$ cat src/rtl/jtvigil_rom_pkg.sv
// Shared types and helpers for the two-slot ROM arbiter on one SDRAM bank.
package jtvigil_rom_pkg;

   localparam int unsigned SDRAM_DW = 16;

   typedef enum logic [1:0] {
      IDLE,
      WAIT_ACK,
      WAIT_DATA
   } arb_st_e;

   // Slot address (in slot-width units) to 16-bit SDRAM word address
   function automatic logic [31:0] word_addr(input logic [31:0] addr, input int unsigned dw);
      logic [31:0] w;
      w = addr;
      if (dw == 8) begin
         w = addr >> 1;
      end else if (dw == 32) begin
         w = addr << 1;
      end
      return w;
   endfunction

endpackage

$ cat src/rtl/jtvigil_rom_cache.sv
// One-entry address/data cache for a single ROM slot: tag, valid, data, hit and lane mux.
module jtvigil_rom_cache
   import jtvigil_rom_pkg::*;
#(
   parameter int unsigned DW = 8,
   parameter int unsigned AW = 16
) (
   input  logic                        clk,
   input  logic                        rst_n,
   input  logic                        cs_i,
   input  logic [AW-1:0]               addr_i,
   input  logic                        grant_i,
   input  logic [((DW == 32) ? 2 : 1)-1:0] lane_we_i,
   input  logic [SDRAM_DW-1:0]         wdata_i,
   input  logic                        fill_i,
   output logic [DW-1:0]               dout_o,
   output logic                        ok_o,
   output logic                        miss_o
);

   localparam int unsigned NL = (DW == 32) ? 2 : 1;
   localparam int unsigned CW = NL * SDRAM_DW;
   // Byte slots share one cached word, so the byte-select bit is not part of the tag
   localparam int unsigned TW = (DW == 8) ? AW - 1 : AW;

   logic [TW-1:0] tag_q;
   logic          valid_q;
   logic [CW-1:0] data_q;
   logic          tag_match;

   always_ff @(posedge clk or negedge rst_n) begin
      if (!rst_n) begin
         tag_q   <= '0;
         valid_q <= 1'b0;
      end else if (grant_i) begin
         tag_q   <= addr_i[AW-1 -: TW];
         valid_q <= 1'b0;
      end else if (fill_i) begin
         valid_q <= 1'b1;
      end
   end

   always_ff @(posedge clk or negedge rst_n) begin
      if (!rst_n) begin
         data_q <= '0;
      end else begin
         for (int i = 0; i < int'(NL); i++) begin
            if (lane_we_i[i]) data_q[i*SDRAM_DW +: SDRAM_DW] <= wdata_i;
         end
      end
   end

   assign tag_match = (tag_q == addr_i[AW-1 -: TW]);
   assign ok_o      = cs_i & valid_q & tag_match;
   assign miss_o    = cs_i & ~(valid_q & tag_match);

   generate
      if (DW == 8) begin : g_byte
         assign dout_o = addr_i[0] ? data_q[15:8] : data_q[7:0];
      end else begin : g_word
         assign dout_o = data_q;
      end
   endgenerate

endmodule

$ cat src/rtl/jtvigil_rom_arb.sv
// Two ROM slots sharing one SDRAM bank read port; misses are fetched round-robin.
module jtvigil_rom_arb
   import jtvigil_rom_pkg::*;
#(
   parameter int unsigned        SLOT0_DW     = 8,
   parameter int unsigned        SLOT0_AW     = 16,
   parameter int unsigned        SLOT1_DW     = 8,
   parameter int unsigned        SLOT1_AW     = 16,
   parameter int unsigned        SDRAM_AW     = 22,
   parameter logic [SDRAM_AW-1:0] SLOT1_OFFSET = '0
) (
   input  logic                clk,
   input  logic                rst_n,
   input  logic                slot0_cs_i,
   input  logic [SLOT0_AW-1:0] slot0_addr_i,
   output logic [SLOT0_DW-1:0] slot0_dout_o,
   output logic                slot0_ok_o,
   input  logic                slot1_cs_i,
   input  logic [SLOT1_AW-1:0] slot1_addr_i,
   output logic [SLOT1_DW-1:0] slot1_dout_o,
   output logic                slot1_ok_o,
   output logic [SDRAM_AW-1:0] sdram_addr_o,
   output logic                sdram_req_o,
   input  logic                sdram_ack_i,
   input  logic                data_dst_i,
   input  logic                data_rdy_i,
   input  logic [SDRAM_DW-1:0] data_read_i
);

   localparam int unsigned NL0 = (SLOT0_DW == 32) ? 2 : 1;
   localparam int unsigned NL1 = (SLOT1_DW == 32) ? 2 : 1;

   arb_st_e             st_q, st_d;
   logic                req_q, req_d;
   logic [SDRAM_AW-1:0] addr_q, addr_d;
   logic                gnt_q, gnt_d;
   logic                ptr_q, ptr_d;
   logic                cnt_q, cnt_d;

   logic                miss0, miss1;
   logic                pick1;
   logic                wide_gnt;
   logic                grant0, grant1;
   logic                we0, we1;
   logic                fill0, fill1;
   logic [NL0-1:0]      lane_we0;
   logic [NL1-1:0]      lane_we1;
   logic [SDRAM_AW-1:0] waddr0, waddr1;

   assign waddr0 = SDRAM_AW'(word_addr(32'(slot0_addr_i), SLOT0_DW));
   assign waddr1 = SDRAM_AW'(word_addr(32'(slot1_addr_i), SLOT1_DW)) + SLOT1_OFFSET;

   // On a double miss, serve the slot that did not get the last grant
   assign pick1    = miss1 & (~miss0 | ~ptr_q);
   assign wide_gnt = gnt_q ? (SLOT1_DW == 32) : (SLOT0_DW == 32);
   assign lane_we0 = {NL0{we0}} & (NL0'(1) << cnt_q);
   assign lane_we1 = {NL1{we1}} & (NL1'(1) << cnt_q);

   always_ff @(posedge clk or negedge rst_n) begin
      if (!rst_n) begin
         st_q   <= IDLE;
         req_q  <= 1'b0;
         addr_q <= '0;
         gnt_q  <= 1'b0;
         ptr_q  <= 1'b0;
         cnt_q  <= 1'b0;
      end else begin
         st_q   <= st_d;
         req_q  <= req_d;
         addr_q <= addr_d;
         gnt_q  <= gnt_d;
         ptr_q  <= ptr_d;
         cnt_q  <= cnt_d;
      end
   end

   always_comb begin
      st_d   = st_q;
      req_d  = req_q;
      addr_d = addr_q;
      gnt_d  = gnt_q;
      ptr_d  = ptr_q;
      cnt_d  = cnt_q;
      grant0 = 1'b0;
      grant1 = 1'b0;
      we0    = 1'b0;
      we1    = 1'b0;
      fill0  = 1'b0;
      fill1  = 1'b0;
      unique case (st_q)
         IDLE: begin
            if (miss0 | miss1) begin
               gnt_d  = pick1;
               addr_d = pick1 ? waddr1 : waddr0;
               req_d  = 1'b1;
               cnt_d  = 1'b0;
               grant0 = ~pick1;
               grant1 = pick1;
               st_d   = WAIT_ACK;
            end
         end
         WAIT_ACK: begin
            if (sdram_ack_i) begin
               req_d = 1'b0;
               st_d  = WAIT_DATA;
            end
         end
         WAIT_DATA: begin
            if (data_dst_i) begin
               we0 = ~gnt_q;
               we1 = gnt_q;
               if (wide_gnt) cnt_d = ~cnt_q;
            end
            if (data_rdy_i) begin
               fill0 = ~gnt_q;
               fill1 = gnt_q;
               ptr_d = gnt_q;
               st_d  = IDLE;
            end
         end
         default: st_d = IDLE;
      endcase
   end

   assign sdram_req_o  = req_q;
   assign sdram_addr_o = addr_q;

   jtvigil_rom_cache #(
      .DW (SLOT0_DW),
      .AW (SLOT0_AW)
   ) u_cache0 (
      .clk       (clk),
      .rst_n     (rst_n),
      .cs_i      (slot0_cs_i),
      .addr_i    (slot0_addr_i),
      .grant_i   (grant0),
      .lane_we_i (lane_we0),
      .wdata_i   (data_read_i),
      .fill_i    (fill0),
      .dout_o    (slot0_dout_o),
      .ok_o      (slot0_ok_o),
      .miss_o    (miss0)
   );

   jtvigil_rom_cache #(
      .DW (SLOT1_DW),
      .AW (SLOT1_AW)
   ) u_cache1 (
      .clk       (clk),
      .rst_n     (rst_n),
      .cs_i      (slot1_cs_i),
      .addr_i    (slot1_addr_i),
      .grant_i   (grant1),
      .lane_we_i (lane_we1),
      .wdata_i   (data_read_i),
      .fill_i    (fill1),
      .dout_o    (slot1_dout_o),
      .ok_o      (slot1_ok_o),
      .miss_o    (miss1)
   );

endmodule

$ cat config.mk
export PLATFORM = sky130hd
export DESIGN_NAME = jtvigil_rom_arb
export DESIGN_NICKNAME = d
export VERILOG_FILES = /design/src/rtl/jtvigil_rom_pkg.sv /design/src/rtl/jtvigil_rom_cache.sv /design/src/rtl/jtvigil_rom_arb.sv
export SDC_FILE = /design/constraint.sdc
export NUM_CORES = 1
export LEC_CHECK = 0
export CAP_MARGIN = 10
export CORE_MARGIN = 4
export CORE_UTILIZATION = 28
export DETAILED_ROUTE_END_ITERATION = 6
export GPL_ROUTABILITY_DRIVEN = 0
export HOLD_SLACK_MARGIN = 0.1
export PLACE_DENSITY = 0.5
export SYNTH_ARGS = -nofsm -noshare
export SYNTH_HDL_FRONTEND = slang
export SYNTH_HIERARCHICAL = 1
export SYNTH_SLANG_ARGS = --single-unit
$ cat constraint.sdc
create_clock -name clk -period 5.1 [get_ports clk]
set_input_delay 0.51 -clock clk [delete_from_list [all_inputs] [get_ports clk]]
set_output_delay 0.51 -clock clk [all_outputs]
set_load 0.005 [all_outputs]
After elaboration in Yosys (flattened, before gate mapping) --
Index checks and enable logic that the tools add are counted.
Operators by class: equality and inequality tests 7, multiplexer cells 26, bitwise gates (word level) 17, reduce and logical (&&, ||, !) cells 8
Operator list (number):
- $eq A15 B15 Y1 | 2
- $mux W1 | 18
- $mux W8 | 2
- $mux W15 | 1
- $and A1 B1 Y1 | 9
- $mux W2 | 3
- $ne A2 B2 Y1 const B | 3
- $not A1 Y1 | 6
- $pmux W2 S3 | 1
- $reduce_and A3 Y1 | 2
- $reduce_bool A2 Y1 | 3
- $reduce_and A2 Y1 | 2
- $eq A2 B1 Y1 const B | 1
- $eq A2 B2 Y1 const B | 1
- $logic_not A2 Y1 | 1
- $or A1 B1 Y1 | 2
- $pmux W1 S2 | 1
Storage, ports and cells: register bits 91, bits of input ports 55, output and inout port bits 41, word-level logic and storage cells 69

Depth between registers and ports, before layout --
Gate-level depths: netlist of the first run.
depth after elaboration 11, mapped depth 11, gate-level depth less buffers 7

Cells and area by module --
The synthesis of the first run kept the hierarchy.
By module, submodules not included:
- jtvigil_rom_cache | instances 2, cells an instance 100, area an instance 1453.9 um2, sequential area each 800.8 um2
- jtvigil_rom_arb | instances 1, cells an instance 113, area an instance 1004.7 um2, sequential area each 500.5 um2

Least setup slack after synthesis of the first run --
No wires, ideal clock.
path kind input-to-reg, start point in slot1_addr_i[15], end point reg u_cache0.tag_q[10], setup time 128 ps, arrival 2390 ps, data required time 4972 ps, slack 2583 ps, stages 11, buffers on the path 4, path through xnor2_1 nand4_1 nor4_2 nor2b_1 or2_0 buf_2 and3_1 buf_6 buf_2 buf_2 mux2_1
On the way: word-level cells in the longest chain between the ends 8, elaborated cells on any way between the ends 9, classes of those cells eq/ne: 1; mux: 2; bitwise: 6
RTL lines:
- from (decl) | RTL line jtvigil_rom_arb.sv:19 | input logic [SLOT1_AW-1:0] slot1_addr_i,
- $eq A15 B15 Y1 * | RTL line jtvigil_rom_cache.sv:53 | assign tag_match = (tag_q == addr_i[AW-1 -: TW]);
- $and A1 B1 Y1 * | RTL line jtvigil_rom_cache.sv:55 | assign miss_o = cs_i & ~(valid_q & tag_match);
- $not A1 Y1 * | RTL line jtvigil_rom_cache.sv:55
- $and A1 B1 Y1 * | RTL line jtvigil_rom_cache.sv:55
- named net miss1 | RTL line jtvigil_rom_arb.sv:40 | logic miss0, miss1;
- $and A1 B1 Y1 | RTL line jtvigil_rom_arb.sv:54 | assign pick1 = miss1 & (~miss0 | ~ptr_q);
- $not A1 Y1 | RTL line jtvigil_rom_arb.sv:97 | grant0 = ~pick1;
- $mux W1 * | RTL line jtvigil_rom_arb.sv:92 | if (miss0 | miss1) begin
- $mux W1 * | RTL line jtvigil_rom_arb.sv:90 | unique case (st_q)
- named net grant0 | RTL line jtvigil_rom_arb.sv:43 | logic grant0, grant1;
- to (signal assigned) | RTL line jtvigil_rom_cache.sv:36 | tag_q <= addr_i[AW-1 -: TW];
- to (decl) | RTL line jtvigil_rom_cache.sv:26 | logic [TW-1:0] tag_q;
Mark *: on every way through the listed nets, which the timed path passes. The rest lies on a longest branch. A chain may end at the register's enable or synchronous reset.

Final worst setup path of the first run --
start point in slot0_addr_i[8], end point reg u_cache0.tag_q[8]
On the way: word-level cells in the longest chain between the ends 10, elaborated cells on any way between the ends 11, classes of those cells eq/ne: 1; mux: 2; bitwise: 8
RTL lines:
- from (decl) | RTL line jtvigil_rom_arb.sv:15 | input logic [SLOT0_AW-1:0] slot0_addr_i,
- $eq A15 B15 Y1 * | RTL line jtvigil_rom_cache.sv:53
- $and A1 B1 Y1 * | RTL line jtvigil_rom_cache.sv:55
- $not A1 Y1 * | RTL line jtvigil_rom_cache.sv:55
- $and A1 B1 Y1 * | RTL line jtvigil_rom_cache.sv:55
- named net miss0 | RTL line jtvigil_rom_arb.sv:40
- $not A1 Y1 | RTL line jtvigil_rom_arb.sv:54
- $or A1 B1 Y1 | RTL line jtvigil_rom_arb.sv:54
- $and A1 B1 Y1 | RTL line jtvigil_rom_arb.sv:54
- $not A1 Y1 | RTL line jtvigil_rom_arb.sv:97
- $mux W1 * | RTL line jtvigil_rom_arb.sv:92
- $mux W1 * | RTL line jtvigil_rom_arb.sv:90
Marks and branches as above.

==> metrics.yaml, run 1 <==
detailed_routing:
  routed_wl_um: 9760
  drt_iter0_markers: 109
  post-route-drc-count: 0
  vias: 2652
  ant_nets: 0
  routed_via_density: 4.56
  wl_per_cell_um: 16.8
  firstDrtPassIters: 4
worst_setup_path:
  cp-start-kind: "input port"
  cp.required_ps: 5320
  crit_start: "slot0_addr_i[8]"
  crit_path_max_fanout: 20
  r2r_slack_ps: 2080
  rr_worst_depth: 7
  end_kind: "flop"
  crit_arrival_ps: 3550
  reg2reg_from: "u_cache0/tag_q[0]"
  reg2reg_to: "u_cache0/tag_q[8]"
  path_class: "in -> reg"
cts:
  cts-root-buf: "clkbuf_16"
  path_clk_slew_ps: 60
  cts_resized: 0
  cts.sinks: 84
  clockBufferDepth: 2
  cts_max_level: 3
  postCtsSetupBuffers: 0
  holdBufCountCts: 1
  cts_buffers: 9
  cts_tree: "done"
  clk_latency_ps: 330
grt:
  overflow: 0
  grt_pass1_wl_um: 15500
  grt_start_max_net_pins: 67
  grt_pass1_vias: 2843
  track_usage_pct: 12.6
  antenna_found_initial: 0
floorplan:
  core_area_um2: 13500
  io_pins: 96
  die_h_um: 126
  rows: 42
  die_area_um2: 15900
  fp.dieW_um: 126
  initial_utilization_pct: 29.1
placement:
  post_dp_cell_area_um2: 4940
  dpl.hpwl_um: 7080
  place_inst: 564
  portBuffers: 88
pwr:
  p_int_mw: 2.15
  power_density_nw_per_um2: 572
  swShare_pct: 28.7
  ir_worst_vdd_uv: 208
  p_comb_share_pct: 35.7
  clkPwrFrac_pct: 24.5
  p_seq_share_pct: 39.7
  switchingPower_mw: 0.866
  p_leak_nw: 2.17
timing:
  period_share_pct: 65.3
  slew_headroom_pct: 42.1
  slew_viol_final: 0
  setup_tns_ps: 0
  fin_crit_ps: 3330
  setup_viol: 0
  whs_ps: 481
  fmax_mhz: 300
  hold_viol_final: 0
  skew_ps: 2.80
  tightestPinTransition_ps: 868
  rsz0062_at_grt: "no"
run:
  drv_cap: 0
final_layout:
  nets: 455
  final_layout_size_suffix_gt1_share_pct: 18.3
  final_common_cell: "clkdlybuf4s50_1"
  instances_no_fill: 581
  area.growth.synth_to_final_pct: 34.9
  design_area_um2: 5280
  diodes: 0
  fillCellCount: 1321
  final_cell_mix: "clkdlybuf4s50_1, dfrtp_1, mux2_2, xnor2_1, mux2_1"
hold_path:
  hold_path_class: "reg -> reg"
  whs_path_depth: 1
  hold_end: "u_cache0/data_q[5]"
  hold_path_startpoint: "u_cache0/data_q[5]"
logic_synthesis:
  synth-seq-cells: 84
  syn_avg_cell_area_um2: 12.5
  syn_inst: 313
  synthFlopType: "dfrtp_1"
  synth-edff-count: 0
  synth.area.top_cells: "dfrtp_1, mux2_2, mux2_1, xnor2_1, nand2_1"
  yosys_warnings: 6
  synth_largest_area_cell: "dfrtp_1"
  synth_top_area_share_pct: 53.7
  seq_area_frac_synth_pct: 53.7
  netlist_area_um2: 3910
  async_reset_ff_share_pct: 100
  yosysUniqueCellTypes: 27
run_status:
  outcome: "completed"
metal layers:
layer	wire length (um)	GRT usage (%)	up-vias	share of wire, %
met1	4260	15.8	1304	44
met5	0	0	-	0
met3	711	4.91	8	7.3
met2	4670	20.2	85	48
met4	122	3.60	0	1.2
li1	-	-	1255	-
state kept, by name (all words and copies together) (netlist names):
name              count
gnt_q                 1
u_cache0/tag_q       15
u_cache0/data_q      16
sdram_req_o           1
u_cache1/valid_q      1
st_q                  2
u_cache1/data_q      16
u_cache1/tag_q       15
sdram_addr_o         15
u_cache0/valid_q      1
ptr_q                 1
critical path: stages:
cell and delay (ps):
clkdlybuf4s50_1 480, xnor2_1 170, nand4_1 130, nor4_2 70
nor2b_1 240, or2_0 680, and3_1 840, mux2_2 420
worst max-delay path by stage:
stage | end | slack (ps) | cells past startpoint
floorplan | u_cache0/tag_q[10] | 2580 | 11
global placement | u_cache0/tag_q[1] | 1430 | 8
detailed placement | u_cache0/tag_q[8] | 1350 | 8
CTS | u_cache0/tag_q[8] | 1720 | 8
global route | u_cache0/tag_q[8] | 1560 | 8
finish | u_cache0/tag_q[8] | 1770 | 8
synthesized netlist by cell type, types with 2 or more instances:
cell / n
a21oi_1: 13
dfrtp_1: 84
o21ai_0: 2
inv_1: 3
a31oi_1: 11
buf_2: 13
clkbuf_1: 3
nand4_1: 8
buf_4: 7
a221o_1: 4
nor4_2: 2
and2_1: 3
xnor2_1: 30
and3_1: 7
a21o_1: 2
nor2_1: 7
mux2_1: 28
nor2b_1: 3
mux2_2: 50
nand2_1: 26
power groups by stage:
stage               Combinational, mW  Clock, mW  Sequential [mW]
floorplan                       0.659          0             1.16
global placement                 1.08          0             1.21
detailed placement               1.10          0             1.21
CTS                              1.10      0.763             1.20
global route                     1.20      0.791             1.24
finish                           1.08      0.741             1.20
final cells by class:
type | instances | area [um2] | area share, %
Clock inverter | 5 | 100 | 1.90
Tap cell | 176 | 220 | 4.17
Inverter | 3 | 11.3 | 0.213
Timing Repair Buffer | 94 | 926 | 17.5
Clock buffer | 11 | 233 | 4.41
Multi-Input combinational cell | 208 | 1690 | 32.0
Sequential cell | 84 | 2100 | 39.8
logic make-up after synthesis:
family | synth area share (%)
xor gates and xnor gates | 6.72
buffers and inverters | 3.87
other | 0.0958
DFF | 53.7
AOI/OAI and AO/OA | 5.69
and+or+nand+nor | 7.45
muxes | 22.4
through the flow:
stage | total power [mW] | worst slack, ps | util (%)
detailed placement | 2.31 | 1350 | 36.7
global route | 3.23 | 1560 | 39.2
finish | 3.02 | 1770 | 39.2
global placement | 2.29 | 1430 | 36.7
CTS | 3.07 | 1720 | 39.2
floorplan | 1.82 | 2580 | -
No activity file was read; power rests on OpenSTA's default activity.
==> inputs of run 2 (changes only) <==
==> constraint.sdc (replaced) <==
create_clock -name clk -period 3.41 [get_ports clk]
set_input_delay 0.341 -clock clk [delete_from_list [all_inputs] [get_ports clk]]
set_output_delay 0.341 -clock clk [all_outputs]
set_load 0.005 [all_outputs]
==> run 2 against run 1 <==
Net effect: register-to-register slack got worse by 1100 ps; flip-flop and latch count did not move; die area is the same; critical path depth up 1; first-iteration DRC count grew 20%; clock skew rose by 2.2 ps; via count up 2.5%; core utilization is 0.25 points lower; combinational power is 51% higher; critical path type unchanged; highest routed layer unchanged.
==> metrics.yaml, run 2 (synthesis results as in run 1) <==
run_status:
  outcome: "completed"
final_layout:
  final_common_cell: "clkdlybuf4s50_1"
  area.growth.synth_to_final_pct: 34.1
  instances_no_fill: 584  # +0.52%
  fillCellCount: 1348  # +2.0%
  final_util_pct: 39.0  # -0.25 points
  diodes: 0  # unchanged
  final_cell_mix: "clkdlybuf4s50_1, dfrtp_1, mux2_2, xnor2_1, mux2_1"
  final_layout_size_suffix_gt1_share_pct: 18.4  # +0.11 points
  multi_input_area_um2: 1690  # unchanged
  regArea_um2: 2100  # unchanged
  nets: 458  # +0.66%
  design_area_um2: 5250  # -0.64%
  reg_top3: "u_cache0/data_q x16, u_cache1/data_q x16"
timing:
  whs_ps: 481  # -0.254 ps
  rsz0062_at_grt: "no"
  fmax_mhz: 390
  slew_headroom_pct: 45.9  # +3.8 points
  slew_viol_final: 0  # unchanged
  period_share_pct: 75.2
  fin_crit_ps: 2560
  hold_viol_final: 0  # unchanged
  setup_viol: 0  # unchanged
  tightestPinTransition_ps: 811  # -56.4 ps
  fin_ws_ps: 847  # -923 ps
  setup_tns_ps: 0  # unchanged
  skew_ps: 5.04  # +2.24 ps
placement:
  post_dp_cell_area_um2: 4950  # +0.30%
  dp_slack_ps: 483  # -865 ps
  dpl.hpwl_um: 7120  # +0.64%
  portBuffers: 88  # unchanged
  place_inst: 566  # +0.35%
grt:
  antenna_found_initial: 0  # unchanged
  track_usage_pct: 12.7  # +0.12 points
  overflow: 0  # unchanged
  grt_pass1_vias: 2867  # +0.84%
  grt_pass1_wl_um: 15900  # +2.4%
  grt_start_max_net_pins: 85  # +27%
worst_setup_path:
  path_cells: "clkdlybuf4s50_1 > xnor2_1 > nand4_1 > nor4_2 > nor2b_1 > a21bo_2 > and3_1 > buf_4 > mux2_2"
  r2r_slack_ps: 980  # -1100 ps
  worst_path_max_delay_cell: "clkdlybuf4s50_1"
  path_class: "in -> reg"
  max_stage_delay_ps: 530  # -310 ps
  crit_arrival_ps: 2780  # -770 ps
  crit_path_max_fanout: 20  # unchanged
  reg2reg_to: "u_cache0/tag_q[1]"
  cp.required_ps: 3630  # -1690 ps
  rr_worst_depth: 8  # +1
  end_kind: "flop"
  cp-start-kind: "input port"
  reg2reg_from: "u_cache1/tag_q[5]"
hold_path:
  hold_path_startpoint: "u_cache1/data_q[6]"
  hold_path_class: "reg -> reg"
  whs_path_depth: 1  # unchanged
  hold_end: "u_cache1/data_q[6]"
floorplan:
  core_area_um2: 13500  # unchanged
  initial_utilization_pct: 29.1  # unchanged
  die_area_um2: 15900  # unchanged
  fp.dieW_um: 126  # unchanged
  die_h_um: 126  # unchanged
  io_pins: 96  # unchanged
  rows: 42  # unchanged
pwr:
  p_leak_nw: 2.15  # -0.62%
  power_mw: 4.32  # +43%
  power_density_nw_per_um2: 824  # +44%
  ir_worst_vdd_uv: 369  # +78%
detailed_routing:
  firstDrtPassIters: 4  # unchanged
  routed_wl_um: 9810  # +0.49%
  vias: 2717  # +2.5%
  drt_iter0_markers: 131  # +20%
  wl_met1_um: 4250  # about the same
  routed_via_density: 4.65  # +1.9%
  ant_nets: 0  # unchanged
  wl_per_cell_um: 16.8  # about the same
  wl_met3_um: 841  # +18%
  dr_wl_met2_um: 4570  # -2.2%
  post-route-drc-count: 0  # unchanged
  dr.max_layer_used: "met4"
cts:
  cts_resized: 0  # unchanged
  cts.sinks: 84  # unchanged
  cts_tree: "done"
  clockBufferDepth: 2  # unchanged
  cts_max_level: 3  # unchanged
  cts_buffers: 9  # unchanged
  clk_latency_ps: 340  # about the same
  postCtsSetupBuffers: 0  # unchanged
  path_clk_slew_ps: 60  # about the same
  cts-root-buf: "clkbuf_16"
run:
  drv_cap: 0  # unchanged
## run 2: cell types whose count changed in the layout (fill, tap and decap cells not counted), sizes merged
cell,before,now
buf,6,9
clkbuf,11,14
bufinv,3,0
## run 2: how the worst max path moves through the flow
stage | cells after the start | endpoint | slack (ps) | startpoint
3_3_place_gp | 9 | u_cache0/tag_q[1] | 540 | slot1_addr_i[11]
5_1_grt | 9 | u_cache0/tag_q[5] | 660 | slot1_addr_i[6]
2_1_floorplan | 11 | u_cache0/tag_q[10] | 1040 | u_cache1/tag_q[14]
4_1_cts | 9 | u_cache0/tag_q[3] | 840 | slot1_addr_i[11]
3_5_place_dp | 9 | u_cache0/tag_q[3] | 480 | slot1_addr_i[6]
6_report | 9 | u_cache0/tag_q[1] | 850 | slot1_addr_i[11]
## run 2: timing repair
item                                    in CTS  in global routing
hold buffers                                 0                  1
endpoints found under the setup margin       0                  0
endpoints found under the hold margin        0                 41
## run 2: where the power goes
part	total [mW]	switching (mW)	internal, mW
Sequential	1.80	0.298	1.50
Clock	0.891	0.379	0.512
Combinational	1.63	0.611	1.02
## run 2: final cells by class
class	instances	share of cell area [%]
well taps	176	4.20
repair buffers	97	18.3
multi-input cells	208	32.2
flip-flops and latches	84	40.1
clock inverters	2	0.191
clock buffers	14	4.84
inverters	3	0.215
## run 2: layer usage
| metal | vias up | GRT usage (%) |
|---|---|---|
| met4 | 0 | 3.66 |
| li1 | 1263 | - |
| met5 | - | 0 |
| met3 | 11 | 5.50 |
| met1 | 1338 | 16.0 |
| met2 | 105 | 19.9 |
## run 2: worst max-delay path, delay by kind of cell
| kind | cells | cell delay, ps |
|---|---|---|
| multiplexers | 1 | 370 |
| buffers and inverters | 2 | 800 |
| AND/OR/NAND/NOR | 4 | 760 |
| AO/OA/AOI/OAI | 1 | 360 |
| XOR/XNOR | 1 | 140 |
